$ cat src/rtl/pc_sequencer.sv
// Program-counter sequencer: sequential fetch, branch redirect with
// a squashed flush window, stall hold and a terminal halt state.
module pc_sequencer #(
    parameter int                    AddrBits    = 32,
    parameter logic [AddrBits-1:0]   ResetVector = '0,
    parameter int                    FlushCycles = 2
) (
    input  logic                Clock,
    input  logic                Reset,
    input  logic                ClockEnable,
    input  logic                Tick,
    input  logic                Stall,
    input  logic                BranchTaken,
    input  logic [AddrBits-1:0] BranchDest,
    input  logic                Halt,
    output logic [AddrBits-1:0] PC,
    output logic                FetchValid,
    output logic                Flushing,
    output logic                Halted,
    output logic [7:0]          RedirectCount
);

    typedef enum logic [1:0] {
        RUN    = 2'd0,
        FLUSH  = 2'd1,
        HALTED = 2'd2
    } state_e;

    // Fetch addresses are always word aligned.
    localparam logic [AddrBits-1:0] AlignMask = ~AddrBits'(3);
    localparam logic [AddrBits-1:0] ResetPc   = ResetVector & AlignMask;
    localparam logic [3:0]          FlushLoad = 4'(FlushCycles);

    state_e              state_q, state_d;
    logic [AddrBits-1:0] pc_q, pc_d;
    logic [3:0]          flush_cnt_q, flush_cnt_d;
    logic [7:0]          redir_cnt_q, redir_cnt_d;
    logic                advance;

    assign advance = ClockEnable & Tick;

    always_comb begin
        state_d     = state_q;
        pc_d        = pc_q;
        flush_cnt_d = flush_cnt_q;
        redir_cnt_d = redir_cnt_q;
        if (advance) begin
            unique case (state_q)
                RUN, FLUSH: begin
                    if (Halt) begin
                        state_d = HALTED;
                    end else if (BranchTaken) begin
                        pc_d        = BranchDest & AlignMask;
                        flush_cnt_d = FlushLoad;
                        state_d     = FLUSH;
                        if (redir_cnt_q != 8'hFF) begin
                            redir_cnt_d = redir_cnt_q + 8'd1;
                        end
                    end else if (!Stall) begin
                        pc_d = pc_q + AddrBits'(4);
                        if (state_q == FLUSH) begin
                            flush_cnt_d = flush_cnt_q - 4'd1;
                            if (flush_cnt_q <= 4'd1) begin
                                flush_cnt_d = 4'd0;
                                state_d     = RUN;
                            end
                        end
                    end
                end
                default: begin
                    state_d = HALTED;
                end
            endcase
        end
    end

    always_ff @(posedge Clock or posedge Reset) begin
        if (Reset) begin
            state_q     <= RUN;
            pc_q        <= ResetPc;
            flush_cnt_q <= 4'd0;
            redir_cnt_q <= 8'd0;
        end else begin
            state_q     <= state_d;
            pc_q        <= pc_d;
            flush_cnt_q <= flush_cnt_d;
            redir_cnt_q <= redir_cnt_d;
        end
    end

    assign PC            = pc_q;
    assign FetchValid    = (state_q == RUN);
    assign Flushing      = (state_q == FLUSH);
    assign Halted        = (state_q == HALTED);
    assign RedirectCount = redir_cnt_q;

endmodule

$ cat config.mk
export PLATFORM = sky130hd
export DESIGN_NAME = pc_sequencer
export DESIGN_NICKNAME = d
export VERILOG_FILES = /design/src/rtl/pc_sequencer.sv
export SDC_FILE = /design/constraint.sdc
export NUM_CORES = 1
export LEC_CHECK = 0
export BUFFER_PORTS_ARGS = -buffer_cell sky130_fd_sc_hd__buf_4
export CAP_MARGIN = 15
export CORE_ASPECT_RATIO = 1.25
export CORE_MARGIN = 3
export CORE_UTILIZATION = 50
export CTS_BUF_LIST = sky130_fd_sc_hd__clkbuf_4
export CTS_CLUSTER_SIZE = 20
export DETAILED_ROUTE_END_ITERATION = 10
export HOLD_SLACK_MARGIN = 0.02
export PLACE_DENSITY = 0.9
export SKIP_CTS_REPAIR_TIMING = 1
export SLEW_MARGIN = 5
export SYNTH_ARGS = -nofsm -noshare
export SYNTH_HDL_FRONTEND = slang
export SYNTH_SLANG_ARGS = --single-unit
$ cat constraint.sdc
create_clock -name Clock -period 4.5 [get_ports Clock]
set_input_delay 0.9 -clock Clock [delete_from_list [all_inputs] [get_ports Clock]]
set_output_delay 0.9 -clock Clock [all_outputs]
set_load 0.03 [all_outputs]
* Word level (Yosys, flattened, before mapping)
Index checks and enable logic that the tools add are counted.
Widths: inputs -> output; s select.
** Storage, ports and cells
- ROM bits :: 0
- Bits in registers :: 46
- Bits in latches :: 0
- Memories kept :: 0
- Input port bits :: 39
- Logic and storage cells :: 36
- Memory bits (writable) :: 0
** Cells by class
- Reduce and logical (&&, ||, !) cells :: 7
- Bitwise gates (word level) :: 2
- Add/sub/neg operators :: 3
- Muxes and demuxes :: 12
- Multipliers :: 0
- Equal/unequal tests :: 7
- Shift operators :: 0
- $lt $le $gt $ge :: 1
- Div/mod/pow operators :: 0
** Operators with widths (number)
- $mux 32 :: 2
- $add 32x3->32 const B :: 1
- $mux 4 :: 4
- $mux 2 :: 6
- $ne 4x4->1 const B :: 3
- $reduce_and 5->1 :: 2
- $add 8x1->8 const B :: 1
- $ne 8x8->1 const B :: 1
- $reduce_and 4->1 :: 2
- $le 4x1->1 const B :: 1
- $sub 4x1->4 const B :: 1
- $eq 2x1->1 const B :: 1
- $eq 2x2->1 const B :: 1
- $logic_not 2->1 :: 1
- $ne 2x1->1 const B :: 1
- $reduce_bool 2->1 :: 1
- $reduce_or 2->1 :: 1
- $and 1x1->1 :: 1
- $not 1->1 :: 1

* Depth between registers and ports, before layout
Gate-level depths: netlist of the first run.
- Depth after elaboration :: 7
- Gate-level depth with buffers :: 7
- Mapped depth without buffers :: 7

* Least setup slack after synthesis of the first run
Ideal clock, no wire load.
- Path kind :: input-to-reg
- From :: in Halt
- To :: reg flush_cnt_q[3]
- Data arrival time :: 2.024 ns
- Slack :: 2.400 ns
- Stages on the path :: 6
- Path through :: nand4bb_1 > buf_2 > a21oi_4 > o21ai_2 > or3_1 > o21ai_1
** On the way
- Longest elaborated chain between the ends :: 2
** RTL lines
- from (decl) :: line 15 : input logic Halt,
- $not 1->1 (no source line)
- $reduce_and 5->1 (no source line)
- to (signal assigned) :: line 86 : flush_cnt_q <= flush_cnt_d;
- to (decl) :: line 36 : logic [3:0] flush_cnt_q, flush_cnt_d;
No other way between the ends.
A chain may end at the register's enable or synchronous reset.

* Worst setup path after layout of the first run
- From :: in BranchTaken
- To :: reg flush_cnt_q[3]
** On the way
- Longest elaborated chain between the ends :: 2
** RTL lines
- from (decl) :: line 13 : input logic BranchTaken,
- $ne 2x1->1 (no source line) or $reduce_bool 2->1 (tied branches)
- $reduce_and 5->1 (no source line)
Parallel ways exist; a longest one is shown, timed or not.

==> results of run 1 <==
cell type report:
class	instances	area, um^2	area share [%]
well taps	62	77.57	2.279
flip-flops and latches	44	1101	32.34
clock inverters	1	30.03	0.8820
repair buffers	80	600.6	17.64
multi-input cells	242	1531	44.98
inverters	7	26.28	0.7718
clock buffers	5	37.54	1.103
power groups by stage:
stage	Combinational [uW]	Clock, uW	Sequential (uW)
finish	275	237	504
global route	299	256	511
CTS	276	240	501
detailed placement	276	0	508
global placement	269	0	506
floorplan	92.9	0	571
worst max-delay path, cell delays in order:
cell and delay, ps:
buf_4 410, inv_2 380, a21oi_4 450, o21ai_2 190, or3_1 400, o21ai_1 140
kinds of logic after synthesis:
| logic type | count (synthesis) | share of synthesized area [%] |
|---|---|---|
| DFF | 44 | 40.29 |
| AOI/OAI and AO/OA | 91 | 21.38 |
| adders and majority gates | 4 | 1.832 |
| xor gates and xnor gates | 7 | 2.244 |
| muxes | 4 | 1.511 |
| buffers and inverters | 24 | 3.800 |
| other | 1 | 0.1372 |
| and+or+nand+nor | 134 | 28.80 |
Yosys cell counts (3+ instances only):
master | instances | area share (%)
nor2_1 | 21 | 2.9
mux2i_1 | 3 | 1.1
xor2_1 | 3 | 0.96
a21oi_1 | 23 | 4.2
and4_1 | 7 | 2.2
a211oi_1 | 5 | 1.4
a311oi_1 | 5 | 1.6
o21ai_1 | 5 | 0.92
nand4_1 | 10 | 2.3
o21bai_1 | 5 | 1.4
nand3_1 | 15 | 2.7
inv_1 | 6 | 0.82
nor4_1 | 3 | 0.69
xnor2_1 | 4 | 1.3
clkbuf_1 | 9 | 1.2
and3_1 | 13 | 3.0
nor2b_1 | 3 | 0.69
nand2_1 | 21 | 2.9
o22ai_1 | 3 | 0.69
ha_1 | 4 | 1.8
o21ai_0 | 24 | 4.4
dfrtp_1 | 44 | 40
or3_1 | 4 | 0.92
nand3b_1 | 4 | 1.1
o311a_1 | 3 | 1.1
buf_2 | 5 | 0.92
a32oi_1 | 3 | 0.96
nor3_1 | 20 | 3.7
final timing paths:
path                                               from  slack [ps]                            to  depth (start not counted)
min reg2reg                RedirectCount[7]$_DFFE_PP0P_         520  RedirectCount[7]$_DFFE_PP0P_                          1
min                        RedirectCount[7]$_DFFE_PP0P_         520  RedirectCount[7]$_DFFE_PP0P_                          1
max reg2reg                      state_q[1]$_DFFE_PP0P_        2220    flush_cnt_q[3]$_DFFE_PP0P_                          5
max                                         BranchTaken        1920    flush_cnt_q[3]$_DFFE_PP0P_                          6
max in group asynchronous                         Reset        3430            PC[17]$_DFFE_PP0P_                          3
min in group asynchronous                         Reset         670        state_q[1]$_DFFE_PP0P_                          3
sequential cells by signal (all words and copies together) (netlist names):
signal         count
PC                30
RedirectCount      8
flush_cnt_q        4
state_q            2
routing by layer:
metal  up-vias  global-route usage (%)  wire length (um)
li1       1305                       -                 -
met1      1296                   29.08              2972
met2        92                   39.44              3758
met3        11                   3.977               426
met4         0                   8.889               110
met5         -                       0                 0
stage by stage:
stage	hold slack (ps)	worst slack, ps	instances	area (um^2)	power [uW]
4_1_cts	517.5	1934	441	3405	1018
5_1_grt	538.7	1775	441	3405	1066
3_5_place_dp	501.3	1550	435	3337	784.5
2_1_floorplan	491.5	2400	310	2736	663.5
3_3_place_gp	483.4	1601	435	3337	774.8
6_report	519.3	1915	441	3405	1015
==> results.ini, run 1 <==
[die]
fp-row-count=29
die_y_um=88.66
die_x_um=72.12
fp.dieArea_mm2=0.006394
coreArea_mm2=0.005189
io_pins=82
initial_utilization_pct=52.66

[global_route]
grt_pass1_wl_um=11830
antenna_found_initial=0
grt.overflow.total=0
grt_usage_pct=23.10
grt_max_degree=51
grt_pass1_vias=2519

[timing]
finalHoldViolCount=0
setup_tns_ps=0
fin_crit_sh_pct=57.44
clock_skew_ps=17.23
fmax_mhz=386.9
setup_violations=0
rsz0062_at_grt=false
fin_crit_ps=2585
maxSlewViolCount=0
tightest_slew_ps=1017
slew_headroom_pct=32.19

[synthesis]
synth_edf_count=0
ys_ff_latch=44
synth_cell_types=58
synth_ff_type=dfrtp_1
yosys_warnings=0
ys_async_sr_fraction_pct=100.0
ys_seq_area_share_pct=40.29
syn_inst=309
syn_area_mm2=0.002733
postSynthAreaPerCell_um2=8.843

[cts]
clk_pin_slew_worst_paths_ps=130
htree_levels=2
clk_latency_ps=360
root_buffer=clkbuf_4
tritoncts=yes
numCtsBuffers=5
cts.path.max_buffers=2
cts_sinks=44

[pwr]
max-vdd-ir-drop_uv=228.1
power_frac_comb_pct=27.0
leakage_uw=0.001522
swShare_pct=34.99
power.density_cell_area_mw_per_mm2=298.2
p_switching_uw=355.3
p_seq_share_pct=49.6
p_int_uw=660.0
clock_power_share_pct=23.3

[final_layout]
final_cell_mix=80 x buf_4, 44 x dfrtp_1, 24 x o21ai_0
drive_gt1_share_pct=26.65
n_antenna_cell=0
fill_cells=442
fin_util_pct=65.61
fin_nets=423
syn_to_final_growth_pct=24.59
final_common_cell=buf_4

[placed_design]
dp_hpwl_um=5114
gp_congestion=0.8210
portBuffers=77

[setup_path]
cp-end-kind=register
crit_fanout=50
cp.required_ps=4790
crit_arrival_ps=2880
worstSetupPathType=input pin to register
startpoint_type=input pin

[detailed_routing]
routed_wirelength_um=7267
wl_per_cell_um=16.48
vias=2704
drt_iter0_markers=169
ant_nets=0
dr.pass1.iters=4
viasPerCell=6.132
post-route-drc-count=0

[hold_path]
worstHoldPathType=register to register

[flow_run]
maxCapViolations=0

[status]
status=completed

(Power assumes the default switching activity.)
==> run 2: changes to the inputs <==
--- a/config.mk
+++ b/config.mk
@@ -5,6 +5,7 @@
 export SDC_FILE = /design/constraint.sdc
 export NUM_CORES = 1
 export LEC_CHECK = 0
+export ABC_AREA = 1
 export BUFFER_PORTS_ARGS = -buffer_cell sky130_fd_sc_hd__buf_4
 export CAP_MARGIN = 15
 export CORE_ASPECT_RATIO = 1.25
@@ -14,7 +15,7 @@
 export CTS_CLUSTER_SIZE = 20
 export DETAILED_ROUTE_END_ITERATION = 10
 export HOLD_SLACK_MARGIN = 0.02
-export PLACE_DENSITY = 0.9
+export PLACE_DENSITY = 0.91
 export SKIP_CTS_REPAIR_TIMING = 1
 export SLEW_MARGIN = 5
 export SYNTH_ARGS = -nofsm -noshare
==> constraint.sdc (replaced) <==
create_clock -name Clock -period 2.2 [get_ports Clock]
set_input_delay 0.44 -clock Clock [delete_from_list [all_inputs] [get_ports Clock]]
set_output_delay 0.44 -clock Clock [all_outputs]
set_load 0.03 [all_outputs]
==> results.ini, run 2 <==
[timing]
tightest_slew_ps=577.9
setup_violations=0
setup_tns_ps=0
fmax_mhz=603.9
finalHoldViolCount=0
fin_crit_sh_pct=75.27
fin_crit_ps=1656
rsz0062_at_grt=false
clock_skew_ps=20.45
maxSlewViolCount=0
slew_headroom_pct=61.47

[global_route]
grt.overflow.total=0
antenna_found_initial=0
grt_max_degree=45
grt_use_met1_pct=27.19
use_met3_pct=4.820
grt_pass1_wl_um=14300
grt_use_met2_pct=43.07
grt_usage_pct=23.73
grt_pass1_vias=3217
busiest_layer=met2

[synthesis]
synth_cell_types=31
ys_ff_latch=44
postSynthAreaPerCell_um2=6.411
synth.area.top_cells=dfrtp_1 34%, nand2_1 20%, nor2_1 8.8%
yosys_warnings=0
syn_inst=501
ys_async_sr_fraction_pct=100.0
yosysMostFrequentCell=nand2_1
yosysTopAreaCell=dfrtp_1
synth_edf_count=0
synth.top_cells.by_count=169 x nand2_1, 75 x nor2_1, 58 x inv_1
ys_seq_area_share_pct=34.28
syn_area_mm2=0.003212
synth_ff_type=dfrtp_1
synth_top_cell_area_share_pct=34.28

[pwr]
power_frac_comb_pct=15.1
p_switching_uw=467.8
p_seq_share_pct=52.0
clock_power_share_pct=32.9
max-vdd-ir-drop_uv=407.3
power.density_cell_area_mw_per_mm2=420.0
finalPower_uw=1645
p_int_uw=1178
swShare_pct=28.43
leakage_uw=0.001988

[setup_path]
startpoint_type=register
cp-end-kind=output pin
slowest_delay_ps=420
reg2reg_depth=10
crit_fanout=4
path_cells=inv_1 -> nor2_1 -> buf_4
worstSetupPathType=register to output pin
r2r-end=PC[28]$_DFFE_PP0P_
regToRegSetupSlack_ps=540
slowest_stage=dfrtp_1
crit_arrival_ps=1220
cp.required_ps=1760
r2r-start=PC[2]$_DFFE_PP0P_

[die]
initial_utilization_pct=51.75
io_pins=82
fp-row-count=32
die_y_um=95.61
coreArea_mm2=0.006206
fp.dieArea_mm2=0.007427
die_x_um=77.69

[final_layout]
drive_gt1_share_pct=19.79
multi_input_area_mm2=0.001788
fin_nets=618
regArea_mm2=0.001101
syn_to_final_growth_pct=21.97
largest_reg_flops=30
fill_cells=536
final_common_cell=nand2_1
final_cell_mix=169 x nand2_1, 81 x buf_4, 75 x nor2_1
n_antenna_cell=0

[flow_run]
maxCapViolations=0

[hold_path]
worstHoldPathType=input pin to async pin

[detailed_routing]
viasPerCell=5.144
ant_nets=0
dr.pass1.iters=5
post-route-drc-count=0
wl_per_cell_um=12.64
drt_iter0_markers=227
routed_wirelength_um=8356
vias=3400

[placed_design]
portBuffers=77
gp_congestion=0.9079
dp_hpwl_um=6321

[cts]
tritoncts=yes
clk_latency_ps=380
cts.path.max_buffers=2
root_buffer=clkbuf_4
clk_pin_slew_worst_paths_ps=150
htree_levels=2
cts_sinks=44
numCtsBuffers=5

[status]
status=completed

-- run 2: changes by cell type after synthesis, sizes merged, moves of 6 or more --
| cell | previous run | this run |
|---|---|---|
| a21oi | 25 | 13 |
| and3 | 13 | 0 |
| and4 | 7 | 0 |
| inv | 7 | 61 |
| nand2 | 21 | 175 |
| nand3 | 15 | 40 |
| nand4 | 12 | 3 |
| nor2 | 21 | 87 |
| nor3 | 22 | 6 |
| o21ai | 31 | 37 |
-- run 2: worst max path at each step --
| stage | start | to |
|---|---|---|
| after floorplan | PC[3]$_DFFE_PP0P_ | PC[22]$_DFFE_PP0P_ |
| after global placement | BranchTaken | PC[31]$_DFFE_PP0P_ |
| after detailed placement | BranchTaken | PC[29]$_DFFE_PP0P_ |
| after CTS | PC[2]$_DFFE_PP0P_ | PC[28]$_DFFE_PP0P_ |
| after global routing | PC[2]$_DFFE_PP0P_ | PC[28]$_DFFE_PP0P_ |
| final | state_q[0]$_DFFE_PP0P_ | Flushing |
-- run 2: metrics by stage --
step	cell area [um^2]	hold slack, ps	std cells	util, %	setup slack (ps)
after floorplan	3216	484.3	502	-	564.2
after global placement	3837	508.1	653	61.83	534.1
after detailed placement	3837	528.9	653	61.83	482.6
after CTS	3918	211.4	661	63.13	536.4
after global routing	3918	247.2	661	63.13	328.3
final	3918	198.6	661	63.13	544.0
-- run 2: worst max-delay path, delay by kind of cell (launching register included) --
family        cells  cell delay [ps]
buf+inv           2              270
flops             1              420
simple gates      1              170
-- run 2: cell families (layout without fill, tap and decap cells) --
group	count (synthesis)	count (layout)	share of synthesized area, %
other cells	1	2	0.1168
compound gates	56	56	9.700
xor+xnor	6	6	1.636
flops	44	44	34.28
simple gates	314	314	42.54
fa+ha+maj	4	4	1.558
buf+inv	76	150	10.17
-- run 2: final cells by class --
class | instances | share of cell area, %
flip-flops and latches | 44 | 28.11
inverters | 61 | 5.973
repair buffers | 81 | 15.52
well taps | 85 | 2.715
clock inverters | 2 | 0.8943
multi-input cells | 382 | 45.64
clock buffers | 6 | 1.150
-- run 2: layer usage --
layer	up-vias	part of all wire (%)
met2	138	51
met5	-	0
met4	0	3.1
met3	17	7.1
li1	1705	-
met1	1540	39
-- run 2: power by group through the flow --
stage	sequential [uW]	clock [uW]	combinational (uW)
after floorplan	900	0	108
after global placement	869	0	245
after detailed placement	870	0	250
after CTS	855	547	251
after global routing	860	584	277
final	856	541	249
==> run 3: changes to the inputs <==
--- a/config.mk
+++ b/config.mk
@@ -15,7 +15,7 @@
 export CTS_CLUSTER_SIZE = 20
 export DETAILED_ROUTE_END_ITERATION = 10
 export HOLD_SLACK_MARGIN = 0.02
-export PLACE_DENSITY = 0.91
+export PLACE_DENSITY = 0.88
 export SKIP_CTS_REPAIR_TIMING = 1
 export SLEW_MARGIN = 5
 export SYNTH_ARGS = -nofsm -noshare
==> constraint.sdc (replaced) <==
create_clock -name Clock -period 1.64 [get_ports Clock]
set_input_delay 0.328 -clock Clock [delete_from_list [all_inputs] [get_ports Clock]]
set_output_delay 0.328 -clock Clock [all_outputs]
set_load 0.03 [all_outputs]
==> results.ini, run 3 (synthesis gave the netlist of run 2 again) <==
[final_layout]
fin_nets=626
design_area_mm2=0.004035
largest_reg_flops=30
final_cell_mix=168 x nand2_1, 87 x buf_4, 70 x nor2_1
final_cells=669
n_antenna_cell=0
syn_to_final_growth_pct=25.63
drive_gt1_share_pct=22.95
final_common_cell=nand2_1

[cts]
cts_sinks=44
clk_latency_ps=370
root_buffer=clkbuf_4
clk_pin_slew_worst_paths_ps=150
cts.path.max_buffers=2
numCtsBuffers=5
tritoncts=yes
htree_levels=2

[global_route]
antenna_found_initial=0
busiest_layer=met2
grt_use_met1_pct=27.04
grt_max_degree=45
grt_use_met2_pct=43.36
grt_pass1_vias=3349
use_met3_pct=5.009
grt_pass1_wl_um=14520
grt_usage_pct=24.12
grt.overflow.total=0

[detailed_routing]
viasPerCell=5.236
dr.pass1.iters=5
vias=3503
drt_iter0_markers=204
routed_wirelength_um=8715
wl_per_cell_um=13.03
ant_nets=0
post-route-drc-count=0

[pwr]
max-vdd-ir-drop_uv=338.5
leakage_uw=0.002021
power.density_cell_area_mw_per_mm2=546.0

[die]
io_pins=82
initial_utilization_pct=51.75
fp.dieArea_mm2=0.007427
die_x_um=77.69
coreArea_mm2=0.006206
die_y_um=95.61
fp-row-count=32

[setup_path]
r2r-end=PC[30]$_DFFE_PP0P_
regToRegSetupSlack_ps=40
crit_end=PC[30]$_DFFE_PP0P_
cp-startpoint=PC[2]$_DFFE_PP0P_
cp-end-kind=register
cp.required_ps=1930
worstSetupPathType=register to register
crit_fanout=6
reg2reg_depth=10
r2r-start=PC[2]$_DFFE_PP0P_
crit_arrival_ps=1880
startpoint_type=register

[hold_path]
worstHoldPathType=input pin to async pin

[timing]
fin_crit_sh_pct=97.44
fmax_mhz=625.8
fin_ws_ps=41.97
maxSlewViolCount=0
slew_headroom_pct=61.47
tightest_slew_ps=578.0
setup_violations=0
fin_crit_ps=1598
clock_skew_ps=22.75
rsz0062_at_grt=true
whs_ps=87.78
finalHoldViolCount=0

[status]
status=completed

[placed_design]
portBuffers=77
gp_congestion=0.8633
dp_hpwl_um=6654
placed_area_mm2=0.003882
place_worst_setup_slack_ps=32.13
numPlacedInstances=659

[flow_run]
maxCapViolations=0

## run 3: power by group
group          internal, uW  leakage (uW)  switching, uW
logic                   137       0.00144            204
registers              1110      0.000532           37.4
clock network           337     0.0000456            378
## run 3: how the worst min path moves through the flow
stage / end / slack (ps) / cells past startpoint
after floorplan: state_q[0]$_DFFE_PP0P_ / 450 / 2
after global placement: state_q[0]$_DFFE_PP0P_ / 510 / 2
after detailed placement: flush_cnt_q[3]$_DFFE_PP0P_ / 510 / 2
after CTS: flush_cnt_q[2]$_DFFE_PP0P_ / 120 / 3
after global routing: PC[27]$_DFFE_PP0P_ / 140 / 3
final: flush_cnt_q[2]$_DFFE_PP0P_ / 90 / 3
## run 3: layer usage
| layer | wire, um | share of wire [%] |
|---|---|---|
| met1 | 3248 | 37 |
| met2 | 4552 | 52 |
| met3 | 628 | 7.2 |
| met4 | 286 | 3.3 |
| met5 | 0 | 0 |
## run 3: worst max-delay path: stages (launching register included)
cell and delay [ps]:
dfrtp_1 420, ha_2 210, nand2_2 100, nor2_4 130, nand2_2 150, nor2_2 200, nand2_1 80, nand2_1 50
nand3_1 60, nand2_1 70, nand2_1 40
## run 3: stage by stage
| stage | setup TNS [ps] | power, uW | util (%) |
|---|---|---|---|
| after floorplan | 0 | 1352 | - |
| after global placement | 0 | 1496 | 62.56 |
| after detailed placement | 0 | 1506 | 62.56 |
| after CTS | 0 | 2211 | 63.85 |
| after global routing | -206.6 | 2304 | 65.02 |
| final | 0 | 2203 | 65.02 |
## run 3: final cells by class
| type | instances | area [um^2] |
|---|---|---|
| Clock buffer | 6 | 45.04 |
| Clock inverter | 2 | 35.03 |
| Timing Repair Buffer | 88 | 664.4 |
| Sequential cell | 44 | 1104 |
| Multi-Input combinational cell | 383 | 1847 |
| Fill cell | 566 | 2171 |
| Tap cell | 85 | 106.4 |
| Inverter | 61 | 234.0 |
